[src/rtl/merge16_sched.sv]
`default_nettype none
// ============================================================================
// Module      : merge16_sched
// Description : Shares one merge16 sorter across NGROUPS groups of 16 cluster
//               candidates. Issues non-empty groups in ascending order, tracks
//               the sorter latency with a tag pipe and registers each group's
//               sorted top-8 result as a tagged output beat.
// Revision    : 1.0 - initial release
// ============================================================================
module merge16_sched #(
    parameter int NGROUPS   = 4,
    parameter int LATENCY   = 3,
    parameter int MXADRBITS = 11,
    parameter int MXCNTBITS = 3
) (
    input  logic                         clock4x,
    input  logic                         reset_n,
    input  logic                         start,
    input  logic [NGROUPS-1:0]           grp_mask,
    output logic [$clog2(NGROUPS)-1:0]   mrg_sel,
    output logic                         mrg_issue,
    input  logic [8*MXADRBITS-1:0]       mrg_adr,
    input  logic [8*MXCNTBITS-1:0]       mrg_cnt,
    output logic                         res_valid,
    output logic [$clog2(NGROUPS)-1:0]   res_grp,
    output logic                         res_last,
    output logic [8*MXADRBITS-1:0]       res_adr,
    output logic [8*MXCNTBITS-1:0]       res_cnt,
    output logic                         busy,
    output logic                         done,
    output logic                         overrun
);

    localparam int GRPBITS = $clog2(NGROUPS);

    typedef enum logic [1:0] {
        S_IDLE  = 2'd0,
        S_ISSUE = 2'd1,
        S_DRAIN = 2'd2,
        S_DONE  = 2'd3
    } state_t;

    state_t               state_q;
    logic [NGROUPS-1:0]   mask_q;
    logic [GRPBITS-1:0]   mrg_sel_q;
    logic                 mrg_issue_q;
    logic                 issue_last_q;
    logic                 busy_q;
    logic                 done_q;
    logic                 overrun_q;

    logic [LATENCY-1:0]   tag_vld_q;
    logic [LATENCY-1:0]   tag_last_q;
    logic [GRPBITS-1:0]   tag_grp_q [LATENCY];

    logic                 res_valid_q;
    logic [GRPBITS-1:0]   res_grp_q;
    logic                 res_last_q;
    logic [8*MXADRBITS-1:0] res_adr_q;
    logic [8*MXCNTBITS-1:0] res_cnt_q;

    logic [NGROUPS-1:0]   src_mask_d;
    logic [NGROUPS-1:0]   rem_mask_d;
    logic [GRPBITS-1:0]   sel_d;
    logic                 last_d;
    logic                 pipe_busy_d;

    // Pick the lowest pending group; in IDLE the fresh mask is used so the
    // first issue is registered on the very edge that accepts start.
    always_comb begin
        src_mask_d = (state_q == S_IDLE) ? grp_mask : mask_q;
        sel_d      = '0;
        for (int g = NGROUPS - 1; g >= 0; g--) begin
            if (src_mask_d[g]) begin
                sel_d = GRPBITS'(g);
            end
        end
        rem_mask_d  = src_mask_d & (src_mask_d - NGROUPS'(1));
        last_d      = (rem_mask_d == '0);
        pipe_busy_d = mrg_issue_q | (|tag_vld_q);
    end

    // Pass sequencer with registered issue/status outputs.
    always_ff @(posedge clock4x or negedge reset_n) begin
        if (!reset_n) begin
            state_q      <= S_IDLE;
            mask_q       <= '0;
            mrg_sel_q    <= '0;
            mrg_issue_q  <= 1'b0;
            issue_last_q <= 1'b0;
            busy_q       <= 1'b0;
            done_q       <= 1'b0;
            overrun_q    <= 1'b0;
        end else begin
            mrg_issue_q  <= 1'b0;
            issue_last_q <= 1'b0;
            done_q       <= 1'b0;
            overrun_q    <= start && (state_q != S_IDLE);
            case (state_q)
                S_IDLE: begin
                    if (start) begin
                        mask_q <= rem_mask_d;
                        busy_q <= 1'b1;
                        if (grp_mask != '0) begin
                            mrg_sel_q    <= sel_d;
                            mrg_issue_q  <= 1'b1;
                            issue_last_q <= last_d;
                            state_q      <= last_d ? S_DRAIN : S_ISSUE;
                        end else begin
                            // Empty pass still walks through DRAIN so done
                            // lands two cycles after start.
                            state_q <= S_DRAIN;
                        end
                    end
                end
                S_ISSUE: begin
                    mrg_sel_q    <= sel_d;
                    mrg_issue_q  <= 1'b1;
                    issue_last_q <= last_d;
                    mask_q       <= rem_mask_d;
                    if (last_d) begin
                        state_q <= S_DRAIN;
                    end
                end
                S_DRAIN: begin
                    if (!pipe_busy_d) begin
                        state_q <= S_DONE;
                        done_q  <= 1'b1;
                    end
                end
                S_DONE: begin
                    state_q <= S_IDLE;
                    busy_q  <= 1'b0;
                end
                default: begin
                    state_q <= S_IDLE;
                    busy_q  <= 1'b0;
                end
            endcase
        end
    end

    // Tag pipe: mirrors the sorter latency, fed from the registered issue.
    always_ff @(posedge clock4x or negedge reset_n) begin
        if (!reset_n) begin
            tag_vld_q  <= '0;
            tag_last_q <= '0;
            for (int i = 0; i < LATENCY; i++) begin
                tag_grp_q[i] <= '0;
            end
        end else begin
            tag_vld_q[0]  <= mrg_issue_q;
            tag_last_q[0] <= issue_last_q;
            tag_grp_q[0]  <= mrg_sel_q;
            for (int i = 1; i < LATENCY; i++) begin
                tag_vld_q[i]  <= tag_vld_q[i-1];
                tag_last_q[i] <= tag_last_q[i-1];
                tag_grp_q[i]  <= tag_grp_q[i-1];
            end
        end
    end

    // Result capture: sorter outputs are sampled only when a tag matures.
    always_ff @(posedge clock4x or negedge reset_n) begin
        if (!reset_n) begin
            res_valid_q <= 1'b0;
            res_grp_q   <= '0;
            res_last_q  <= 1'b0;
            res_adr_q   <= {(8*MXADRBITS){1'b1}};
            res_cnt_q   <= '0;
        end else begin
            res_valid_q <= tag_vld_q[LATENCY-1];
            res_last_q  <= tag_vld_q[LATENCY-1] & tag_last_q[LATENCY-1];
            if (tag_vld_q[LATENCY-1]) begin
                res_grp_q <= tag_grp_q[LATENCY-1];
                res_adr_q <= mrg_adr;
                res_cnt_q <= mrg_cnt;
            end
        end
    end

    assign mrg_sel   = mrg_sel_q;
    assign mrg_issue = mrg_issue_q;
    assign res_valid = res_valid_q;
    assign res_grp   = res_grp_q;
    assign res_last  = res_last_q;
    assign res_adr   = res_adr_q;
    assign res_cnt   = res_cnt_q;
    assign busy      = busy_q;
    assign done      = done_q;
    assign overrun   = overrun_q;

endmodule
`default_nettype wire
[config.mk]
export PLATFORM = sky130hd
export DESIGN_NAME = merge16_sched
export DESIGN_NICKNAME = d
export VERILOG_FILES = /design/src/rtl/merge16_sched.sv
export SDC_FILE = /design/constraint.sdc
export NUM_CORES = 1
export LEC_CHECK = 0
export ABC_CLOCK_PERIOD_IN_PS = 1600
export CAP_MARGIN = 25
export CORE_ASPECT_RATIO = 1.5
export CORE_UTILIZATION = 38
export DETAILED_ROUTE_END_ITERATION = 8
export PLACE_DENSITY = 0.77
export SYNTH_ARGS = -nofsm -noshare
export SYNTH_HDL_FRONTEND = slang
export SYNTH_SLANG_ARGS = --single-unit
[constraint.sdc]
create_clock -name clock4x -period 1.6 [get_ports clock4x]
set_input_delay 0.24 -clock clock4x [delete_from_list [all_inputs] [get_ports clock4x]]
set_output_delay 0.24 -clock clock4x [all_outputs]
set_load 0.02 [all_outputs]
# [After elaboration in Yosys (flattened, before gate mapping)]
# Index checks and enable logic that the tools add are counted.
[op_classes] n_reduce_logical=12 shift=0 eq_ne=7 order_cmp=0 n_mul=0 div=0 n_bitwise=3 mux=26 addsub=1
[op_table] op="two-way mux 2 bit" count=11
[op_table] op="two-way mux 4 bit" count=2
[op_table] op="one-hot mux 2 bit (4 select lines)" count=1
[op_table] op="one-hot mux 4 bit (2 select lines)" count=1
[op_table] op="two-way mux 1 bit" count=7
[op_table] op="!= test 2 bit (second input constant)" count=3
[op_table] op="one-hot mux 1 bit (2 select lines)" count=3
[op_table] op="AND reduction 3 bit" count=2
[op_table] op="nonzero test 2 bit" count=3
[op_table] op="bitwise AND 4 bit" count=1
[op_table] op="equality test 2 bit (second input constant)" count=2
[op_table] op="logical NOT 4 bit" count=1
[op_table] op="one-hot mux 2 bit (2 select lines)" count=1
[op_table] op="AND reduction 2 bit" count=2
[op_table] op="nonzero test 4 bit" count=1
[op_table] op="subtractor 4 x 1 -> 4 bit (second input constant)" count=1
[op_table] op="OR reduction 3 bit" count=1
[op_table] op="equality test 2 x 1 -> 1 bit (second input constant)" count=1
[op_table] op="logical NOT 2 bit" count=1
[op_table] op="!= test 2 x 1 -> 1 bit (second input constant)" count=1
[op_table] op="bitwise AND 1 bit" count=1
[op_table] op="logical AND 1 bit" count=1
[op_table] op="bitwise OR 1 bit" count=1
[totals] wordCells=67 rom_bits=0 latch_bits=0 mem_bits_rw=0 in_bits=119 memories=0 out_inout_bits=122 ff_bits=141

# [Depth between registers and ports, before layout]
# Gate-level depths: netlist (run 1).
[logic_depth] ltp_word=9 ltp_mapped=7 depth_no_buf=6

# [Least setup slack after synthesis (run 1)]
# No wires, ideal clock.
[synth_timing] kind="flip-flop to flip-flop" from="register state_q[0]" to="register state_q[0]" path_stages_with_launch=8 setup_slack_ns=-0.191 required_time_ns=1.479 path_buffers=1 period_less_slack_ns=1.791 arrival_ns=1.670 setup_ns=0.121 cell_sequence="dfrtp_1 > inv_1 > ha_1 > buf_6 > mux2i_2 > o211a_1 > o31a_1 > o22a_1"
[synth_between] elab_chain_cells=9 word_cells_on_any_way=16 cone_classes="1 x add/sub; 6 x eq/ne; 5 x mux; 1 x bitwise; 3 x reduce/logical"
[synth_rtl] item="start: declaration" line="43" text="state_t state_q;"
[synth_rtl] item="start signal: assignment" line="108" text="state_q <= last_d ? S_DRAIN : S_ISSUE;"
[synth_rtl] item="logical NOT 2 bit" line="71, 99"
[synth_rtl] item="two-way mux 4 bit" line="71" text="src_mask_d = (state_q == S_IDLE) ? grp_mask : mask_q;"
[synth_rtl] item="subtractor 4 x 1 -> 4 bit" line="78" text="rem_mask_d = src_mask_d & (src_mask_d - NGROUPS'(1));"
[synth_rtl] item="bitwise AND 4 bit" line="78"
[synth_rtl] item="logical NOT 4 bit" line="79" text="last_d = (rem_mask_d == '0);"
[synth_rtl] item="two-way mux 2 bit" line="108"
[synth_rtl] item="two-way mux 2 bit" line="104" text="if (grp_mask != '0) begin"
[synth_rtl] item="two-way mux 2 bit" line="101" text="if (start) begin"
[synth_rtl] item="one-hot mux 2 bit (4 select lines)" line="99" text="case (state_q)"
# Parallel ways exist; a longest one is shown, timed or not. The select of a mux whose other input is x is not followed.
# A chain may end at the register's enable or synchronous reset.

# [Final worst setup path (run 1)]
[layout_timing] from="register state_q[1]" to="register state_q[0]"
# Same word-level chain as after synthesis.

==> results of run 1 <==
-- power groups by stage --
stage | clock (uW) | combinational (uW) | sequential [uW]
final | 3890 | 8470 | 6900
after global routing | 4180 | 8950 | 7160
after CTS | 4020 | 8450 | 6940
after detailed placement | 0 | 9390 | 7040
after global placement | 0 | 9170 | 6920
after floorplan | 0 | 3010 | 8980
-- layout by cell type, fill, tap and decap left out, types with 2 or more instances in the layout --
master             n
clkdlybuf4s50_1  117
clkbuf_16         18
mux2i_2            3
nor2_1             3
bufinv_16          2
clkinv_4           6
nand2_1            8
and2b_2            2
ha_1               4
buf_12             3
o21ai_0            4
dfstp_2           88
o211a_1            2
clkbuf_1           2
dlygate4sd2_1    122
buf_6              2
inv_6              2
inv_2              2
a21o_1             2
dfrtp_1           51
inv_1              4
mux2_2           115
buf_4             16
-- worst max-delay path by stage --
| stage | depth (start not counted) | slack, ns | end |
|---|---|---|---|
| after CTS | 6 | -0.08 | state_q[0]$_DFFE_PN0P_ |
| final | 6 | -0.09 | state_q[0]$_DFFE_PN0P_ |
| after floorplan | 7 | -0.12 | state_q[0]$_DFFE_PN0P_ |
| after global routing | 7 | -0.15 | mrg_sel[1]$_DFFE_PN0P_ |
| after detailed placement | 6 | -0.26 | mrg_sel[0]$_DFFE_PN0P_ |
| after global placement | 6 | -0.19 | mrg_sel[0]$_DFFE_PN0P_ |
-- stage by stage --
step | power, uW | instance area, sq um | setup TNS [ns]
4_1_cts | 19400 | 8560 | -0.0803
6_report | 19300 | 8590 | -0.408
3_3_place_gp | 16100 | 8070 | -0.455
5_1_grt | 20300 | 8590 | -0.882
3_5_place_dp | 16400 | 8070 | -1.04
2_1_floorplan | 12000 | 5360 | -0.262
-- registers in the layout, summed over array words and instances, names as in the netlist --
| signal | count |
|---|---|
| res_cnt | 24 |
| overrun | 1 |
| mrg_issue | 1 |
| busy | 1 |
| res_grp | 2 |
| tag_vld_q | 3 |
| tag_last_q | 3 |
| issue_last_q | 1 |
| state_q | 2 |
| mask_q | 3 |
| done | 1 |
| mrg_sel | 2 |
| tag_grp_q | 6 |
| res_last | 1 |
| res_valid | 1 |
| res_adr | 88 |
-- cells by family after synthesis --
logic type / count (synthesis) / share of synthesized area, %
mux: 119 / 25.0
buf+inv: 20 / 1.68
simple gates: 16 / 1.52
fa+ha+maj: 5 / 1.17
flops: 140 / 67.6
compound gates: 21 / 3.04
-- cells in the mapped netlist --
master / count / area share [%]
o31ai_1: 1 / 0.14
a21oi_1: 1 / 0.093
and2_1: 1 / 0.12
o22ai_1: 2 / 0.23
o22a_1: 1 / 0.16
a22o_1: 1 / 0.16
a2bb2oi_2: 1 / 0.28
nor3_1: 1 / 0.093
dfstp_2: 88 / 43
o41a_2: 1 / 0.23
nor2_1: 3 / 0.21
mux2i_1: 3 / 0.56
a211oi_1: 1 / 0.14
buf_2: 6 / 0.56
clkbuf_1: 7 / 0.49
dfrtp_1: 52 / 24
o211a_1: 2 / 0.37
ha_1: 5 / 1.2
a311oi_1: 1 / 0.16
mux2i_2: 1 / 0.26
nand2_1: 8 / 0.56
buf_6: 1 / 0.21
or4_4: 1 / 0.21
o21ai_0: 5 / 0.47
and2b_2: 2 / 0.33
o21a_1: 1 / 0.14
inv_1: 6 / 0.42
o31a_1: 1 / 0.16
mux2_2: 115 / 24
a21o_1: 2 / 0.28
-- layer usage --
metal | global-route usage (%) | vias up | wire (um)
met1 | 18.4 | 1849 | 4420
met4 | 10.4 | 0 | 474
met3 | 6.23 | 30 | 910
met5 | 0 | - | 0
met2 | 36.0 | 163 | 7640
li1 | - | 1669 | -
-- critical path: cells and delay by family (launching register included) --
| family | cells | cell delay, ns |
|---|---|---|
| compound gates | 3 | 0.75 |
| flops | 1 | 0.37 |
| fa+ha+maj | 1 | 0.19 |
| mux | 1 | 0.17 |
| buf+inv | 1 | 0.07 |
-- cell type report --
cell class | instances | area (sq um) | area share (%)
inverters | 6 | 22.5 | 0.262
clock inverters | 11 | 135 | 1.57
clock buffers | 20 | 458 | 5.33
multi-input cells | 161 | 1710 | 19.9
repair buffers | 261 | 2450 | 28.5
flip-flops and latches | 140 | 3620 | 42.1
well taps | 162 | 203 | 2.36
-- repair_timing --
item                                    CTS  global route
setup buffers                             2             1
hold buffers                              1             0
gates resized for setup                 131             4
endpoints found under the hold margin     9             0
endpoints found under the setup margin  129             7
pin swaps                                 4             0
==> impl_metrics.env, run 1 <==
export IMPL_core_sq_um=13600
export IMPL_placedCellCount=726
export IMPL_r2r_end="state_q[0]$_DFFE_PN0P_"
export IMPL_clkTransAtPathRegs_ns=0.06
export IMPL_ctsLongestPathBuffers=2
export IMPL_cp_start_kind="register"
export IMPL_timing_reg2reg_worst_path_depth=6
export IMPL_transition_at_the_pin_with_the_smallest_max_transition_slack_ns=0.631
export IMPL_sequentialPowerShare_pct=35.8
export IMPL_tritoncts="yes"
export IMPL_cts_buffers=17
export IMPL_detail_route_drc_violations=0
export IMPL_detail_route_wl_per_cell_um=17.7
export IMPL_worst_clock_skew_ns=0.00831
export IMPL_power_leakage_uw=0.00372
export IMPL_cts_sink_count=140
export IMPL_htree_num_levels=4
export IMPL_period_share_pct=106
export IMPL_die_w_um=98.9
export IMPL_synth_yosys_seq_area_share_pct=67.6
export IMPL_setup_repair_after_global_routing_missed_its_margin="true"
export IMPL_syn_avg_cell_area_sq_um=16.7
export IMPL_critical_path_endpoint_type="register"
export IMPL_fin_crit_ns=1.69
export IMPL_startpoint="state_q[1]$_DFFE_PN0P_"
export IMPL_post_layout_nonfiller_instances=761
export IMPL_drtPass1Iterations=4
export IMPL_antenna_found_initial=0
export IMPL_netSwitchingPower_uw=6750
export IMPL_status="finished with violations"
export IMPL_timing_critical_path_slowest_stage_cell="dfrtp_1"
export IMPL_drt_total_wl_mm=13.4
export IMPL_via_per_inst=4.88
export IMPL_first_global_vias=4166
export IMPL_fillerInstances=1084
export IMPL_floorplan_initialDensity_pct=39.3
export IMPL_synthDistinctLibCells=30
export IMPL_synthCells=321
export IMPL_num_rows=52
export IMPL_slew_headroom_pct=57.9
export IMPL_post_route_util_pct=63.2
export IMPL_setup_reg_to_reg_worst_slack_ns=-0.09
export IMPL_worst_hold_slack_ns=0.329
export IMPL_drt_iter0_markers=107
export IMPL_maxCapViolCount=0
export IMPL_power_frac_comb_pct=44.0
export IMPL_mappedNetlistArea_sq_um=5350
export IMPL_hpwlAfterDp_mm=9.83
export IMPL_highest_net_fanout_along_the_worst_path=5
export IMPL_hold_violations=0
export IMPL_area_delta_synth_final_pct=60.7
export IMPL_finalWeightedCongestion=0.797
export IMPL_number_of_nets_in_the_layout=711
export IMPL_required_time_of_the_worst_setup_path_ns=1.89
export IMPL_final_layout_size_suffix_gt1_share_pct=44.9
export IMPL_count_of_inserted_antenna_diode_cells=0
export IMPL_via_count=3711
export IMPL_insertion_delay_ns=0.40
export IMPL_warnings_synthesis=0
export IMPL_critical_path_cell_by_cell="inv_2, ha_4, mux2i_2, o211a_1, o31a_1, o22a_1"
export IMPL_floorplan_die_height_um=147
export IMPL_timing_critical_path_slowest_cell_delay_ns=0.37
export IMPL_gr_usage_all_layers_pct=19.3
export IMPL_die_footprint_sq_um=14600
export IMPL_grt_start_max_net_pins=117
export IMPL_r2r_start="state_q[1]$_DFFE_PN0P_"
export IMPL_ys_ff_latch=140
export IMPL_io_buffer_count=240
export IMPL_io_pins=241
export IMPL_gr_total_overflow=0
export IMPL_powerDensity_nw_per_um2=2240
export IMPL_ctsRootBufferMaster="clkbuf_16"
export IMPL_final_antenna_net_count=0
export IMPL_setup_viol=7
export IMPL_timing_final_max_slew_violations=0
export IMPL_mappedNetlistNets=445
export IMPL_critical_path_arrival_ns=1.98
export IMPL_timing_hold_worst_class="in2async"
export IMPL_timing_worst_setup_path_type="reg2reg"
export IMPL_max_freq_mhz=591
export IMPL_switching_share_of_power_pct=35.1
export IMPL_post_place_ws_ns=-0.259
export IMPL_power_frac_clock_pct=20.2
export IMPL_power_report_internal_total_uw=12500
export IMPL_violations="setup timing"
export IMPL_max_vdd_ir_drop_mv=1.50
export IMPL_finalWorstSetupSlack_ns=-0.0919
export IMPL_global_route_wire_length_before_repair_mm=21.2
No activity file was read; power rests on OpenSTA's default activity.
==> run 2: changes to the inputs <==
--- a/config.mk
+++ b/config.mk
@@ -10,6 +10,7 @@
 export CORE_ASPECT_RATIO = 1.5
 export CORE_UTILIZATION = 38
 export DETAILED_ROUTE_END_ITERATION = 8
+export GPL_ROUTABILITY_DRIVEN = 0
 export PLACE_DENSITY = 0.77
 export SYNTH_ARGS = -nofsm -noshare
 export SYNTH_HDL_FRONTEND = slang
==> results of run 2 <==
Final layout, timing and power as in run 1 (identical DEF).
==> run 3: changes to the inputs <==
--- a/config.mk
+++ b/config.mk
@@ -9,9 +9,12 @@
 export CAP_MARGIN = 25
 export CORE_ASPECT_RATIO = 1.5
 export CORE_UTILIZATION = 38
+export CTS_CLUSTER_SIZE = 8
 export DETAILED_ROUTE_END_ITERATION = 8
 export GPL_ROUTABILITY_DRIVEN = 0
 export PLACE_DENSITY = 0.77
+export SLEW_MARGIN = 0
 export SYNTH_ARGS = -nofsm -noshare
 export SYNTH_HDL_FRONTEND = slang
 export SYNTH_SLANG_ARGS = --single-unit
+export TNS_END_PERCENT = 20
==> impl_metrics.env, run 3 (synthesis gave the netlist of run 1 again) <==
export IMPL_ctsLongestPathBuffers=2
export IMPL_setup_repair_after_global_routing_missed_its_margin="true"
export IMPL_met2RoutedLength_mm=7.17
export IMPL_die_footprint_sq_um=14600
export IMPL_required_time_of_the_worst_setup_path_ns=1.89
export IMPL_drt_iter0_markers=82
export IMPL_post_place_ws_ns=-0.269
export IMPL_maxCapViolCount=0
export IMPL_io_buffer_count=240
export IMPL_io_pins=241
export IMPL_timing_worst_setup_path_type="reg2reg"
export IMPL_die_w_um=98.9
export IMPL_final_antenna_net_count=0
export IMPL_drtPass1Iterations=4
export IMPL_critical_path_arrival_ns=1.97
export IMPL_highest_net_fanout_along_the_worst_path=6
export IMPL_insertion_delay_ns=0.40
export IMPL_via_per_inst=4.84
export IMPL_cp_depth=6
export IMPL_gr_usage_all_layers_pct=18.6
export IMPL_status="finished with violations"
export IMPL_drt_total_wl_mm=13.2
export IMPL_tritoncts="yes"
export IMPL_r2r_start="state_q[1]$_DFFE_PN0P_"
export IMPL_grt_start_max_net_pins=117
export IMPL_critical_path_endpoint_type="register"
export IMPL_layout_common_cells="dlygate4sd2_1, clkdlybuf4s50_1, mux2_2"
export IMPL_clkTransAtPathRegs_ns=0.06
export IMPL_met3_wirelength_um=835
export IMPL_slew_headroom_pct=55.4
export IMPL_path_buf_inv=1
export IMPL_critical_path_cell_by_cell="inv_2, ha_4, mux2i_2, o211a_1, o31a_1, o22a_1"
export IMPL_antenna_found_initial=0
export IMPL_timing_hold_worst_class="in2async"
export IMPL_setup_reg_to_reg_worst_slack_ns=-0.08
export IMPL_period_share_pct=105
export IMPL_worst_path_dominant_cell_family="compound AO/OA/AOI/OAI gates"
export IMPL_routed_metal_1_wire_length_mm=4.64
export IMPL_htree_num_levels=4
export IMPL_r2r_end="state_q[0]$_DFFE_PN0P_"
export IMPL_detail_route_drc_violations=0
export IMPL_final_common_cell="dlygate4sd2_1"
export IMPL_number_of_nets_in_the_layout=715
export IMPL_startpoint="state_q[1]$_DFFE_PN0P_"
export IMPL_gr_total_overflow=0
export IMPL_powerDensity_nw_per_um2=2290
export IMPL_hpwlAfterDp_mm=9.55
export IMPL_largest_register_ff_count=88
export IMPL_post_layout_total_power_uw=20000
export IMPL_global_route_wire_length_before_repair_mm=20.6
export IMPL_count_of_inserted_antenna_diode_cells=0
export IMPL_setup_viol=6
export IMPL_via_count=3709
export IMPL_timing_final_max_slew_violations=0
export IMPL_timing_critical_path_slowest_stage_cell="dfrtp_1"
export IMPL_cts_sink_count=140
export IMPL_cp_start_kind="register"
export IMPL_transition_at_the_pin_with_the_smallest_max_transition_slack_ns=0.669
export IMPL_max_vdd_ir_drop_mv=1.64
export IMPL_floorplan_initialDensity_pct=39.3
export IMPL_hold_violations=0
export IMPL_tns_ns=-0.317
export IMPL_max_freq_mhz=594
export IMPL_cts_buffers=17
export IMPL_fin_crit_ns=1.68
export IMPL_detail_route_wl_per_cell_um=17.2
export IMPL_area_delta_synth_final_pct=63.1
export IMPL_ctsRootBufferMaster="clkbuf_16"
export IMPL_finalWorstSetupSlack_ns=-0.0842
export IMPL_timing_critical_path_slowest_cell_delay_ns=0.37
export IMPL_num_rows=52
export IMPL_power_leakage_uw=0.00378
export IMPL_first_global_vias=4112
export IMPL_final_layout_size_suffix_gt1_share_pct=45.4
export IMPL_fillerInstances=1085
export IMPL_core_sq_um=13600
export IMPL_violations="setup timing"
export IMPL_worst_clock_skew_ns=0.00931
export IMPL_floorplan_die_height_um=147
export IMPL_timing_reg2reg_worst_path_depth=6
export IMPL_top_signal_layer_used="met4"
-- run 3: area by class of cell --
class	instances	area [sq um]	share of cell area, %
Sequential cell	140	3620	41.5
Timing Repair Buffer	265	2480	28.5
Multi-Input combinational cell	161	1700	19.5
Clock buffer	26	564	6.47
Tap cell	162	203	2.32
Clock inverter	6	138	1.58
Inverter	6	22.5	0.258
-- run 3: worst max-delay path by stage --
stage / to / slack (ns)
after floorplan: state_q[0]$_DFFE_PN0P_ / -0.12
after global placement: mrg_sel[0]$_DFFE_PN0P_ / -0.19
after detailed placement: mrg_sel[0]$_DFFE_PN0P_ / -0.27
after CTS: state_q[0]$_DFFE_PN0P_ / -0.09
after global routing: state_q[0]$_DFFE_PN0P_ / -0.14
final: state_q[0]$_DFFE_PN0P_ / -0.08
-- run 3: stage by stage --
step	hold slack [ns]	util, %	std cells	cell area [sq um]
global placement	0.158	59.6	730	8100
detailed placement	0.154	59.6	730	8100
CTS	0.303	63.7	763	8670
global route	0.331	64.2	766	8720
finish	0.320	64.2	766	8720
floorplan	-0.0556	-	321	5360
-- run 3: power breakdown --
| part | switching, uW | internal [uW] | leakage [uW] | total, uW |
|---|---|---|---|---|
| Combinational | 4410 | 4070 | 0.00187 | 8490 |
| Sequential | 813 | 6090 | 0.00156 | 6910 |
| Clock | 1470 | 3080 | 0.000342 | 4560 |
| Total | 6700 | 13300 | 0.00378 | 20000 |
-- run 3: metal layers --
metal	track usage, %	vias up
met5	0	-
met4	10.6	0
met3	5.76	32
met2	33.7	162
met1	18.5	1845
li1	-	1670
-- run 3: what timing repair did --
action / 4_1_cts / 5_1_grt
endpoints found under the hold margin: 13 / 0
cloned: 0 / 0
endpoints found under the setup margin: 129 / 7
resized for setup: 125 / 7
buffers inserted: 0 / 3
hold buffers: 1 / 0
pin swaps: 0 / 3
